<file path="config.mk">
export PLATFORM = sky130hd
export DESIGN_NAME = tt_sequencer
export DESIGN_NICKNAME = d
export VERILOG_FILES = /design/src/rtl/tt_pkg.sv /design/src/rtl/tt_dwell_cnt.sv /design/src/rtl/tt_sequencer.sv
export SDC_FILE = /design/constraint.sdc
export NUM_CORES = 1
export LEC_CHECK = 0
export BUFFER_PORTS_ARGS = -buffer_cell sky130_fd_sc_hd__buf_4
export CAP_MARGIN = 20
export CORE_MARGIN = 4
export CORE_UTILIZATION = 55
export CTS_CLUSTER_DIAMETER = 150
export DETAILED_ROUTE_END_ITERATION = 8
export GPL_TIMING_DRIVEN = 1
export PLACE_DENSITY = 0.9
export SLEW_MARGIN = 20
export SYNTH_ARGS = -nofsm -noshare
export SYNTH_HDL_FRONTEND = slang
export SYNTH_HIERARCHICAL = 1
export SYNTH_SLANG_ARGS = --single-unit
</file>
<file path="constraint.sdc">
create_clock -name clk -period 3.3 [get_ports clk]
set_clock_uncertainty 0.15 [all_clocks]
set_input_delay 0.66 -clock clk [delete_from_list [all_inputs] [get_ports clk]]
set_output_delay 0.66 -clock clk [all_outputs]
set_load 0.1 [all_outputs]
</file>
<file path="src/rtl/tt_pkg.sv">
// ---------------------------------------------------------------------------
// tt_pkg -- shared definitions for the truth-table sequencer.
//   tt_state_e   : sequencer FSM state encoding
//   TT_NPAT      : number of input patterns in one sweep ({a,b} = 00..11)
//   TT_DWELL_DEF : default number of cycles each pattern is held
// ---------------------------------------------------------------------------
package tt_pkg;

  typedef enum logic [1:0] {
    ST_IDLE  = 2'd0,
    ST_DRIVE = 2'd1,
    ST_FIN   = 2'd2
  } tt_state_e;

  localparam int TT_NPAT      = 4;
  localparam int TT_DWELL_DEF = 8;

endpackage

</file>
<file path="src/rtl/tt_dwell_cnt.sv">
// ---------------------------------------------------------------------------
// tt_dwell_cnt -- dwell counter for the truth-table sequencer.
// Counts 0..DWELL-1 while enabled and returns to 0 after the terminal value,
// so it never wraps through its full range.
// Ports:
//   i_clk   : clock, rising edge
//   i_rst   : synchronous active-high reset (count <= 0)
//   i_load  : synchronous clear to 0 (start of a sweep)
//   i_en    : advance the count this cycle
//   o_term  : count is at DWELL-1 (decoded from the registered count)
// ---------------------------------------------------------------------------
module tt_dwell_cnt #(
  parameter int DWELL = 8,
  parameter int CNT_W = 8
) (
  input  logic i_clk,
  input  logic i_rst,
  input  logic i_load,
  input  logic i_en,
  output logic o_term
);

  localparam logic [CNT_W-1:0] TERM_VAL = CNT_W'(DWELL - 1);

  logic [CNT_W-1:0] r_cnt;

  always_ff @(posedge i_clk) begin
    if (i_rst || i_load) begin
      r_cnt <= '0;
    end else if (i_en) begin
      r_cnt <= o_term ? '0 : r_cnt + CNT_W'(1);
    end
  end

  assign o_term = (r_cnt == TERM_VAL);

endmodule

</file>
<file path="src/rtl/tt_sequencer.sv">
// ---------------------------------------------------------------------------
// tt_sequencer -- drives a 2-input combinational block through all four
// input patterns, holding each for DWELL cycles, captures the response c
// at the last cycle of each pattern and compares the captured truth table
// against an expected table latched at start.
// Ports:
//   clk       : clock, rising edge
//   rst       : synchronous active-high reset
//   start     : pulse, begins a sweep when idle (ignored while busy)
//   exp_tt[3:0]: expected truth table, bit i for pattern i = {a,b}
//   c         : response of the block under test
//   a, b      : pattern drive (index bit 1 / bit 0), 0 when not sweeping
//   busy      : sweep in progress (DRIVE or FIN)
//   done      : one-cycle pulse in the final cycle of a sweep
//   tt[3:0]   : captured truth table
//   tt_valid  : tt holds a complete sweep result
//   mismatch  : tt differs from the latched expectation, while tt_valid
//   dbg_state : current FSM state
// Handshake: start is a level sampled on each rising edge; it is accepted
// only in IDLE, and any start seen in DRIVE or FIN has no effect.
// All outputs come from registered state; c only feeds the tt register.
// ---------------------------------------------------------------------------
module tt_sequencer
  import tt_pkg::*;
#(
  parameter int DWELL = TT_DWELL_DEF,
  parameter int CNT_W = 8
) (
  input  logic       clk,
  input  logic       rst,
  input  logic       start,
  input  logic [3:0] exp_tt,
  input  logic       c,
  output logic       a,
  output logic       b,
  output logic       busy,
  output logic       done,
  output logic [3:0] tt,
  output logic       tt_valid,
  output logic       mismatch,
  output tt_state_e  dbg_state
);

  localparam logic [1:0] LAST_IDX = 2'(TT_NPAT - 1);

  tt_state_e  r_state;
  logic [1:0] r_idx;
  logic [3:0] r_tt;
  logic [3:0] r_exp;
  logic       r_tt_valid;

  logic w_accept;
  logic w_term;

  assign w_accept = (r_state == ST_IDLE) && start;

  tt_dwell_cnt #(
    .DWELL (DWELL),
    .CNT_W (CNT_W)
  ) u_cnt (
    .i_clk  (clk),
    .i_rst  (rst),
    .i_load (w_accept),
    .i_en   (r_state == ST_DRIVE),
    .o_term (w_term)
  );

  always_ff @(posedge clk) begin
    if (rst) begin
      r_state    <= ST_IDLE;
      r_idx      <= '0;
      r_tt       <= '0;
      r_exp      <= '0;
      r_tt_valid <= 1'b0;
    end else begin
      case (r_state)
        ST_IDLE: begin
          if (start) begin
            r_state    <= ST_DRIVE;
            r_idx      <= '0;
            r_tt       <= '0;
            r_exp      <= exp_tt;
            r_tt_valid <= 1'b0;
          end
        end
        ST_DRIVE: begin
          // Capture c on the last dwell cycle of the current pattern.
          if (w_term) begin
            r_tt[r_idx] <= c;
            if (r_idx == LAST_IDX) begin
              r_state    <= ST_FIN;
              // Valid together with done so mismatch is usable in FIN.
              r_tt_valid <= 1'b1;
            end else begin
              r_idx <= r_idx + 2'd1;
            end
          end
        end
        ST_FIN: begin
          r_state <= ST_IDLE;
          r_idx   <= '0;
        end
        default: begin
          r_state <= ST_IDLE;
        end
      endcase
    end
  end

  assign a         = (r_state == ST_DRIVE) & r_idx[1];
  assign b         = (r_state == ST_DRIVE) & r_idx[0];
  assign busy      = (r_state != ST_IDLE);
  assign done      = (r_state == ST_FIN);
  assign tt        = r_tt;
  assign tt_valid  = r_tt_valid;
  assign mismatch  = r_tt_valid && (r_tt != r_exp);
  assign dbg_state = r_state;

endmodule

</file>
### Word level (Yosys, flattened, before mapping)

Cells that the tools add are included.

* register bits: 21
* input bits: 8
* logic and storage cells: 53

* add/sub/neg operators: 2
* $lt $le $gt $ge: 2
* eq/ne operators: 9
* multiplexer cells: 19
* bitwise operators: 2
* reductions and logical operators: 13

Operators with widths (number)
* $mux W2: 6
* $add A8 B1 Y8 const B: 1
* $eq A8 B3 Y1 const B: 1
* $mux W4: 2
* $mux W8: 1
* $ne A2 B2 Y1 const B: 4
* $pmux W4 S2: 1
* $reduce_and A4 Y1: 2
* $pmux W2 S3: 1
* $reduce_and A3 Y1: 2
* $bwmux W4: 1
* $eq A2 B2 Y1 const B: 2
* $mux W1: 4
* $ne A4 B4 Y1: 1
* $pmux W2 S2: 1
* $reduce_bool A2 Y1: 2
* $logic_and A1 B1 Y1: 3
* $lt A2 B3 Y1 const B: 1
* $reduce_bool A3 Y1: 1
* $add A2 B1 Y2 const B: 1
* $and A1 B1 Y1: 2
* $demux W1 S2: 1
* $eq A2 B1 Y1 const B: 1
* $ge A2 B1 Y1 const B: 1
* 4 further kinds: 4

### Depth between registers and ports, before layout

Gate-level depths: netlist of run 1.

* word-level depth: 7
* gate-level depth with buffers: 6
* mapped depth without buffers: 6

### Cells and area by module

Netlist of run 1, hierarchy kept.

Modules (own cells, without submodules)
* tt_sequencer: times used 1, cells an instance 76, area each 706.9 µm², sequential area each 260.2 µm²
* tt_dwell_cnt: times used 1, cells an instance 40, area each 380.4 µm², sequential area each 160.2 µm²

### Worst setup path after synthesis of run 1

No wires, ideal clock.

* path type: register to output
* start: register r_state[0], in the netlist dbg_state[0]
* end: output port a
* data arrival time: 2.252 ns
* setup slack: 0.238 ns
* stages on the path, launching flop included: 4
* path buffers: 1
* path through: dfxtp_1 buf_4 and2b_1 and2_1

* longest elaborated chain between the ends: 2

Ends and longest elaborated chain
* from (decl): RTL line tt_sequencer.sv:46 `tt_state_e r_state;`
* from (signal assigned): RTL line tt_sequencer.sv:70 `r_state <= ST_IDLE;`
* from (signal assigned): RTL line tt_sequencer.sv:79 `r_state <= ST_DRIVE;`
* from (signal assigned): RTL line tt_sequencer.sv:91 `r_state <= ST_FIN;`
* $eq A2 B1 Y1: RTL line tt_sequencer.sv:110 `assign a = (r_state == ST_DRIVE) & r_idx[1];`
* $and A1 B1 Y1: RTL line tt_sequencer.sv:110
* to (decl): RTL line tt_sequencer.sv:34 `output logic a,`

No other way between the ends.

### Final worst setup path of run 1

Ends and elaborated chain as after synthesis.

==> results.sh, run 1 <==
export IMPL_status="complete, no violations"
export IMPL_ys_types=37
export IMPL_wl_mm=2.46
export IMPL_vias=942
export IMPL_dp_cells=156
export IMPL_antenna_found_initial=0
export IMPL_drt_pass1_iterations=4
export IMPL_fin_cells=160
export IMPL_setup_slack_ps=620
export IMPL_drtAntennaViolNets=0
export IMPL_final_hold_viol_count=0
export IMPL_p_total_w=0.000449
export IMPL_tightest_slew_ps=558
export IMPL_synth_top_family_by_area="simple AND/OR/NAND/NOR gates"
export IMPL_clock_sinks=21
export IMPL_power_density_nw_per_um2=355
export IMPL_synthCells=116
export IMPL_synthMuxAreaShare_pct=5.52
export IMPL_multiInputGateArea_um2=624
export IMPL_ir_drop_v=0.000288
export IMPL_chipWidth_um=52.5
export IMPL_path_clk_slew_ps=120
export IMPL_fillers=142
export IMPL_slew_viol_final=0
export IMPL_clockBufferDepth=2
export IMPL_setup_violations=0
export IMPL_wire_per_inst_um=15.4
export IMPL_drive_gt1_share_pct=21.5
export IMPL_fin_util_pct=70.3
export IMPL_post_cts_buffers=0
export IMPL_max_slew_margin_pct=62.8
export IMPL_rsz0062_at_grt="no"
export IMPL_tns_ps=0
export IMPL_htree_levels=1
export IMPL_hold_class="reg -> reg"
export IMPL_yosys_warnings=6
export IMPL_worstPathRequired_ps=2490
export IMPL_drcViolationCount=0
export IMPL_grt_max_degree=18
export IMPL_crit_buf_inv=1
export IMPL_cp_end_kind="primary output"
export IMPL_syn_avg_cell_area_um2=9.37
export IMPL_yosysMostFrequentCell="dfxtp_1"
export IMPL_period_needed_ps=2680
export IMPL_synthAdderAreaFrac_pct=5.75
export IMPL_dp_slack_ps=1020
export IMPL_placement_io_buffers=19
export IMPL_max_freq_mhz=373
export IMPL_synth_edf_count=0
export IMPL_synth_common_cells="21 x dfxtp_1, 9 x nand2_1, 8 x nand3_1, 8 x nor2_1, 7 x xor2_1"
export IMPL_yosysSeqAreaShare_pct=38.7
export IMPL_dominantRegCellSynth="dfxtp_1"
export IMPL_synth_xor_area_share_pct=6.44
export IMPL_grt_pass1_wl_mm=4.16
export IMPL_cp_arrival_ps=1870
export IMPL_holdBufCountCts=0
export IMPL_worstPathCellList="and2b_1, and2_1, buf_4"
export IMPL_grt_pass1_vias=967
export IMPL_period_share_pct=81.2
export IMPL_design_die_area_um2=2750
export IMPL_yosys_register_bits=21
export IMPL_slowest_stage="dfxtp_1"
export IMPL_viasPerCell=5.89
export IMPL_path_delay_family="flip-flops"
export IMPL_grt_usage_pct=20.6
export IMPL_post_dp_hpwl_mm=1.75
export IMPL_rows=15
export IMPL_syn_area_um2=1090
export IMPL_cts_tree="yes"
export IMPL_p_leak_nw=0.553
export IMPL_cp_max_fo=17
export IMPL_nets=149
export IMPL_io_pins=20
export IMPL_worstSetupPathType="reg -> out"
export IMPL_synth_top_area_share_pct=38.7
export IMPL_core_um2=1800
export IMPL_maxCapViolations=0
export IMPL_slowest_delay_ps=700
export IMPL_synth_area_leader_cell="dfxtp_1"
export IMPL_start_kind="register"
export IMPL_antenna_cells=0
export IMPL_r2r_slack_ps=1120
export IMPL_async_flop_share_pct=0
export IMPL_synthSimpleGateAreaFrac_pct=25.9
export IMPL_synth_nets=129
export IMPL_clock_latency_ps=310
export IMPL_cts_root_buf="clkbuf_4"
export IMPL_synthTopCellsByArea="dfxtp_1 39%, ha_1 5.8%, xor2_1 5.6%"
export IMPL_cts_buffers=3
export IMPL_synth_compound_gate_area_share_pct=13.8
export IMPL_grt_overflow=0
export IMPL_drtIter0Drc=23
export IMPL_cts_resized=0
export IMPL_area_growth_pct=16.6
export IMPL_place_gp_congestion=0.857
export IMPL_die_h_um=52.5
export IMPL_initial_core_util_pct=60.3
export IMPL_regArea_um2=420
==> cell usage in the layout, fill, tap and decap left out, types with 5 or more instances in the layout <==
cell,synthesis,layout
nand3_1,8,8
xor2_1,7,7
mux2i_1,6,6
inv_1,5,5
nand2_1,9,9
buf_4,1,19
dfxtp_1,21,21
ha_1,5,5
nor2_1,8,8
==> metal layers <==
metal	share of wire, %	wire length (µm)	track usage, %
met5	0	0	0
met4	1.6	40	11.1
met3	5.0	124	3.99
met2	51	1270	36.4
met1	42	1030	22.9
==> cell families after synthesis <==
kind of cell / count (synthesis)
and+or+nand+nor: 47
AOI/OAI and AO/OA: 20
adders and majority gates: 5
DFF: 21
xor gates and xnor gates: 8
buffers and inverters: 9
muxes: 6
==> final timing paths <==
check / end / depth (start not counted) / from
setup / recovery: a / 3 / dbg_state[0]$_SDFFE_PP0P_
hold / removal: tt_valid$_SDFFE_PP0P_ / 2 / tt_valid$_SDFFE_PP0P_
setup reg to reg: tt[0]$_SDFFE_PP0P_ / 6 / u_cnt/r_cnt[0]$_SDFFE_PP0P_
hold reg to reg: tt_valid$_SDFFE_PP0P_ / 2 / tt_valid$_SDFFE_PP0P_
==> area by class of cell <==
type / count / area share [%]
multi-input cells: 86 / 49.3
inverters: 5 / 1.48
well taps: 25 / 2.47
flip-flops and latches: 21 / 33.2
clock buffers: 3 / 1.78
clock inverters: 1 / 0.592
repair buffers: 19 / 11.3
==> sequential cells by signal, summed over array words and instances, names as in the netlist <==
register,flops
tt,4
u_cnt/r_cnt,8
dbg_state,2
tt_valid,1
r_idx,2
r_exp,4
==> power by group <==
part | switching (W) | internal, W | total [W] | leakage (nW)
Combinational | 0.0000324 | 0.0000209 | 0.0000533 | 0.369
Clock | 0.0000839 | 0.0000463 | 0.000130 | 0.0139
Sequential | 0.00000748 | 0.000259 | 0.000266 | 0.170
Total | 0.000124 | 0.000326 | 0.000449 | 0.553
==> per-stage QoR <==
| step | hold slack, ps | area [µm²] |
|---|---|---|
| 2_1_floorplan | 326 | 1090 |
| 3_3_place_gp | 313 | 1240 |
| 3_5_place_dp | 339 | 1240 |
| 4_1_cts | 357 | 1270 |
| 6_report | 358 | 1270 |
| 5_1_grt | 378 | 1270 |
==> worst min-delay path, delay by kind of cell, from the launching register on <==
family,cells,cell delay (ps)
AND/OR/NAND/NOR,1,60
flip-flops,1,360
AO/OA/AOI/OAI,1,50
Note: power is estimated with default switching activity, not from simulation.
==> run 2: changes to the inputs <==
CORE_UTILIZATION = 48   (was 55)
PLACE_DENSITY = 0.84   (was 0.9)
clock period = 2.4 ns   (was 3.3 ns; I/O delays follow)
==> run 2 against run 1 <==
Worst hold slack worse by 110 ps. Clock-buffer cell count unchanged. Cell area up 0.79%. Register-to-register slack worse by 730 ps. Critical path depth is the same. Core utilization is 8.4 points lower. Non-clock buffer count did not move. Largest power group unchanged. Worst setup slack lost 460 ps. Flip-flop and latch count unchanged. Highest routed layer unchanged. Die area rose by 12%.
==> results.sh, run 2 (synthesis results as in run 1) <==
export IMPL_path_clk_slew_ps=130
export IMPL_cp_arrival_ps=1610
export IMPL_cts_tree="yes"
export IMPL_initial_core_util_pct=52.7
export IMPL_use_met3_pct=3.94
export IMPL_grt_pass1_wl_mm=3.97
export IMPL_die_h_um=55.6
export IMPL_setup_violations=0
export IMPL_drive_gt1_share_pct=27.4
export IMPL_r2r_start="u_cnt/r_cnt[0]$_SDFFE_PP0P_"
export IMPL_ir_drop_v=0.000431
export IMPL_grt_overflow=0
export IMPL_layout_commonest_cell="buf_4"
export IMPL_place_gp_congestion=0.767
export IMPL_slew_viol_final=0
export IMPL_cp_max_fo=17
export IMPL_nets=149
export IMPL_hold_class="in -> reg"
export IMPL_worstPathRequired_ps=1770
export IMPL_holdBufCountCts=0
export IMPL_max_freq_mhz=446
export IMPL_max_slew_margin_pct=70.8
export IMPL_cts_buffers=3
export IMPL_placement_io_buffers=19
export IMPL_period_share_pct=93.4
export IMPL_fin_util_pct=62.0
export IMPL_cts_resized=0
export IMPL_whs_ps=248
export IMPL_gr_usage_met2_pct=27.4
export IMPL_start_kind="register"
export IMPL_tightest_slew_ps=437
export IMPL_chipWidth_um=55.6
export IMPL_top_usage_layer="met2"
export IMPL_wire_per_inst_um=14.5
export IMPL_period_needed_ps=2240
export IMPL_io_pins=20
export IMPL_drtAntennaViolNets=0
export IMPL_clock_latency_ps=310
export IMPL_worstSetupPathType="reg -> out"
export IMPL_grt_pass1_vias=859
export IMPL_cp_end_kind="primary output"
export IMPL_post_cts_buffers=0
export IMPL_antenna_found_initial=0
export IMPL_antenna_cells=0
export IMPL_clock_sinks=21
export IMPL_area_growth_pct=17.5
export IMPL_wl_mm=2.35
export IMPL_maxCapViolations=0
export IMPL_layout_common_cells="19 x buf_4, 16 x dfxtp_1, 9 x nand2_1, 8 x nand3_1, 8 x nor2_1"
export IMPL_startpoint="dbg_state[0]$_SDFFE_PP0P_"
export IMPL_grt_usage_pct=16.2
export IMPL_rsz0062_at_grt="no"
export IMPL_grt_max_degree=18
export IMPL_cts_root_buf="clkbuf_4"
export IMPL_drcViolationCount=0
export IMPL_post_dp_hpwl_mm=1.76
export IMPL_tns_ps=0
export IMPL_drt_pass1_iterations=4
export IMPL_design_die_area_um2=3090
export IMPL_core_um2=2060
export IMPL_vias=911
export IMPL_final_hold_viol_count=0
export IMPL_use_met1_pct=19.2
export IMPL_min_delay_start="exp_tt[1]"
export IMPL_drtIter0Drc=40
export IMPL_clockBufferDepth=2
export IMPL_p_leak_nw=0.569
export IMPL_largest_register_ffs=8
export IMPL_viasPerCell=5.62
export IMPL_power_density_nw_per_um2=476
export IMPL_rows=16
export IMPL_htree_levels=1
export IMPL_largest_register="u_cnt/r_cnt"
export IMPL_status="complete, no violations"
[run 2: layout make-up]
| class | count | area, µm² |
|---|---|---|
| clock buffers | 3 | 22.5 |
| multi-input cells | 86 | 628 |
| clock inverters | 1 | 5.00 |
| well taps | 27 | 33.8 |
| inverters | 5 | 18.8 |
| fillers | 179 | 785 |
| flip-flops and latches | 21 | 427 |
| repair buffers | 19 | 143 |
[run 2: worst paths after layout]
check,to,slack [ps],cells past startpoint
max,b,160,3
min,r_exp[1]$_SDFFE_PP0P_,250,3
max reg2reg,tt[1]$_SDFFE_PP0P_,390,6
min reg2reg,tt[3]$_SDFFE_PP0P_,320,2
[run 2: worst max-delay path, stage by stage (launching register included)]
cell and delay, ps:
dfxtp_2 540, and2b_2 310, and2_2 170, buf_4 280
[run 2: metrics by stage]
stage / setup slack, ps / total power (W) / std cells / area, µm²
2_1_floorplan: -85.6 / 0.000426 / 116 / 1100
3_3_place_gp: 488 / 0.000443 / 158 / 1250
3_5_place_dp: 404 / 0.000446 / 158 / 1250
4_1_cts: 77.9 / 0.000612 / 162 / 1280
5_1_grt: 70.4 / 0.000645 / 162 / 1280
6_report: 158 / 0.000608 / 162 / 1280
[run 2: power by group]
group | internal (W) | switching [W]
logic | 0.0000290 | 0.0000439
registers | 0.000356 | 0.0000101
clock network | 0.0000622 | 0.000108
[run 2: metal layers]
metal | wire length [µm] | share of wire, % | vias up
met4 | 35 | 1.5 | 0
met1 | 1010 | 43 | 419
met2 | 1160 | 49 | 37
li1 | - | - | 451
met3 | 148 | 6.3 | 4
met5 | 0 | 0 | -
==> run 3: changes to the inputs <==
CORE_ASPECT_RATIO = 1.1   (was unset)
CORE_UTILIZATION = 51   (was 48)
CTS_BUF_LIST = sky130_fd_sc_hd__clkbuf_4   (was unset)
PLACE_DENSITY = 0.88   (was 0.84)
SETUP_SLACK_MARGIN = 0.3   (was unset)
==> run 3 against run 2 <==
Final cell count rose by 2.5%. Maximum frequency rose by 5.7%. Register-to-register slack improved by 130 ps. Clock-buffer cell count rose by 1. Clock power rose by 4%. Via count rose by 1.6%. Non-clock buffer count rose by 3. Critical endpoint is now mismatch. Highest routed layer unchanged.
==> results.sh, run 3 (synthesis results as in run 1) <==
export IMPL_status="complete, no violations"
export IMPL_layout_common_cells="19 x buf_4, 12 x dfxtp_1, 9 x nand2_1, 8 x nand3_1, 8 x nor2_1"
export IMPL_antenna_found_initial=0
export IMPL_antenna_cells=0
export IMPL_p_total_w=0.000611
export IMPL_max_freq_mhz=471
export IMPL_die_h_um=56.4
export IMPL_rows=17
export IMPL_largest_register="u_cnt/r_cnt"
export IMPL_cts_buffers=3
export IMPL_dp_cells=159
export IMPL_period_share_pct=88.4
export IMPL_drt_pass1_iterations=4
export IMPL_io_pins=20
export IMPL_drtIter0Drc=8
export IMPL_cp_arrival_ps=1490
export IMPL_clock_latency_ps=300
export IMPL_maxCapViolations=0
export IMPL_layout_commonest_cell="buf_4"
export IMPL_cp_max_fo=2
export IMPL_rr_endpoint="tt[2]$_SDFFE_PP0P_"
export IMPL_clockBufferDepth=2
export IMPL_min_delay_start="exp_tt[1]"
export IMPL_drtAntennaViolNets=0
export IMPL_rsz0062_at_grt="yes"
export IMPL_nets=152
export IMPL_max_slew_margin_pct=68.1
export IMPL_r2r_start="u_cnt/r_cnt[1]$_SDFFE_PP0P_"
export IMPL_drive_gt1_share_pct=35.5
export IMPL_chipWidth_um=52.0
export IMPL_hold_end="r_exp[1]$_SDFFE_PP0P_"
export IMPL_final_hold_viol_count=0
export IMPL_start_kind="register"
export IMPL_power_density_nw_per_um2=449
export IMPL_area_growth_pct=25.3
export IMPL_initial_core_util_pct=53.8
export IMPL_clock_sinks=21
export IMPL_htree_levels=1
export IMPL_grt_pass1_vias=905
export IMPL_tns_ps=0
export IMPL_p_leak_nw=0.596
export IMPL_placement_io_buffers=19
export IMPL_grt_max_degree=18
export IMPL_place_gp_congestion=0.828
export IMPL_path_clk_slew_ps=110
export IMPL_wl_mm=2.31
export IMPL_worstPathRequired_ps=1770
export IMPL_fin_cells=166
export IMPL_viasPerCell=5.58
export IMPL_ir_drop_v=0.000372
export IMPL_drcViolationCount=0
export IMPL_grt_overflow=0
export IMPL_core_um2=2020
export IMPL_tightest_slew_ps=477
export IMPL_setup_violations=0
export IMPL_slew_viol_final=0
export IMPL_min_path_cells=3
export IMPL_post_dp_hpwl_mm=1.68
export IMPL_largest_register_ffs=8
export IMPL_grt_pass1_wl_mm=3.84
export IMPL_design_die_area_um2=2940
export IMPL_cts_tree="yes"
export IMPL_cp_end_kind="primary output"
export IMPL_vias=926
export IMPL_cts_root_buf="clkbuf_4"
export IMPL_r2r_cells=6
export IMPL_grt_usage_pct=17.3
export IMPL_r2r_slack_ps=520
export IMPL_worstSetupPathType="reg -> out"
export IMPL_hold_class="in -> reg"
export IMPL_wire_per_inst_um=13.9
export IMPL_period_needed_ps=2120
## run 3: layer usage
layer / global-route usage, % / wire length (µm) / vias to the layer above
met4: 5.62 / 14 / 0
met1: 20.4 / 1010 / 437
met5: 0 / 0 / -
li1: - / - / 463
met3: 3.98 / 110 / 2
met2: 30.0 / 1170 / 24
## run 3: critical path, cell delays in order (launching register included)
cell and delay, ps:
dfxtp_2 340, xor2_1 150, o41a_2 520, buf_12 180
## run 3: how the worst max path moves through the flow
stage | start | to | slack [ps] | cells past startpoint
after floorplan | tt[2]$_SDFFE_PP0P_ | mismatch | 360 | 2
after global routing | tt[2]$_SDFFE_PP0P_ | mismatch | 230 | 3
after CTS | r_exp[2]$_SDFFE_PP0P_ | mismatch | 270 | 3
final | r_exp[2]$_SDFFE_PP0P_ | mismatch | 280 | 3
after detailed placement | u_cnt/r_cnt[0]$_SDFFE_PP0P_ | tt[0]$_SDFFE_PP0P_ | 390 | 6
after global placement | u_cnt/r_cnt[0]$_SDFFE_PP0P_ | tt[1]$_SDFFE_PP0P_ | 510 | 6
## run 3: per-stage QoR
stage / hold slack [ps] / utilization (%) / setup WS [ps] / cell area [µm²]
floorplan: 326 / - / 360 / 1110
global placement: 298 / 62.7 / 506 / 1270
detailed placement: 315 / 62.7 / 394 / 1270
CTS: 266 / 65.9 / 274 / 1330
global route: 282 / 67.4 / 234 / 1360
finish: 268 / 67.4 / 279 / 1360
## run 3: what timing repair did
item,CTS,global route
hold buffers,0,0
resized for setup,6,7
buffers inserted,2,1
setup endpoints to repair,3,8
pin swaps,1,1
## run 3: where the power goes
part | switching (W) | total [W] | internal (W)
Sequential | 0.00000985 | 0.000361 | 0.000351
Clock | 0.0000999 | 0.000176 | 0.0000760
Combinational | 0.0000444 | 0.0000744 | 0.0000300
## run 3: area by class of cell
class | count | area (µm²)
timing repair buffer | 22 | 185
inverter | 5 | 18.8
tap | 28 | 35.0
multi-input combinational | 86 | 649
sequential | 21 | 444
fill | 159 | 658
clock buffer | 4 | 30.0
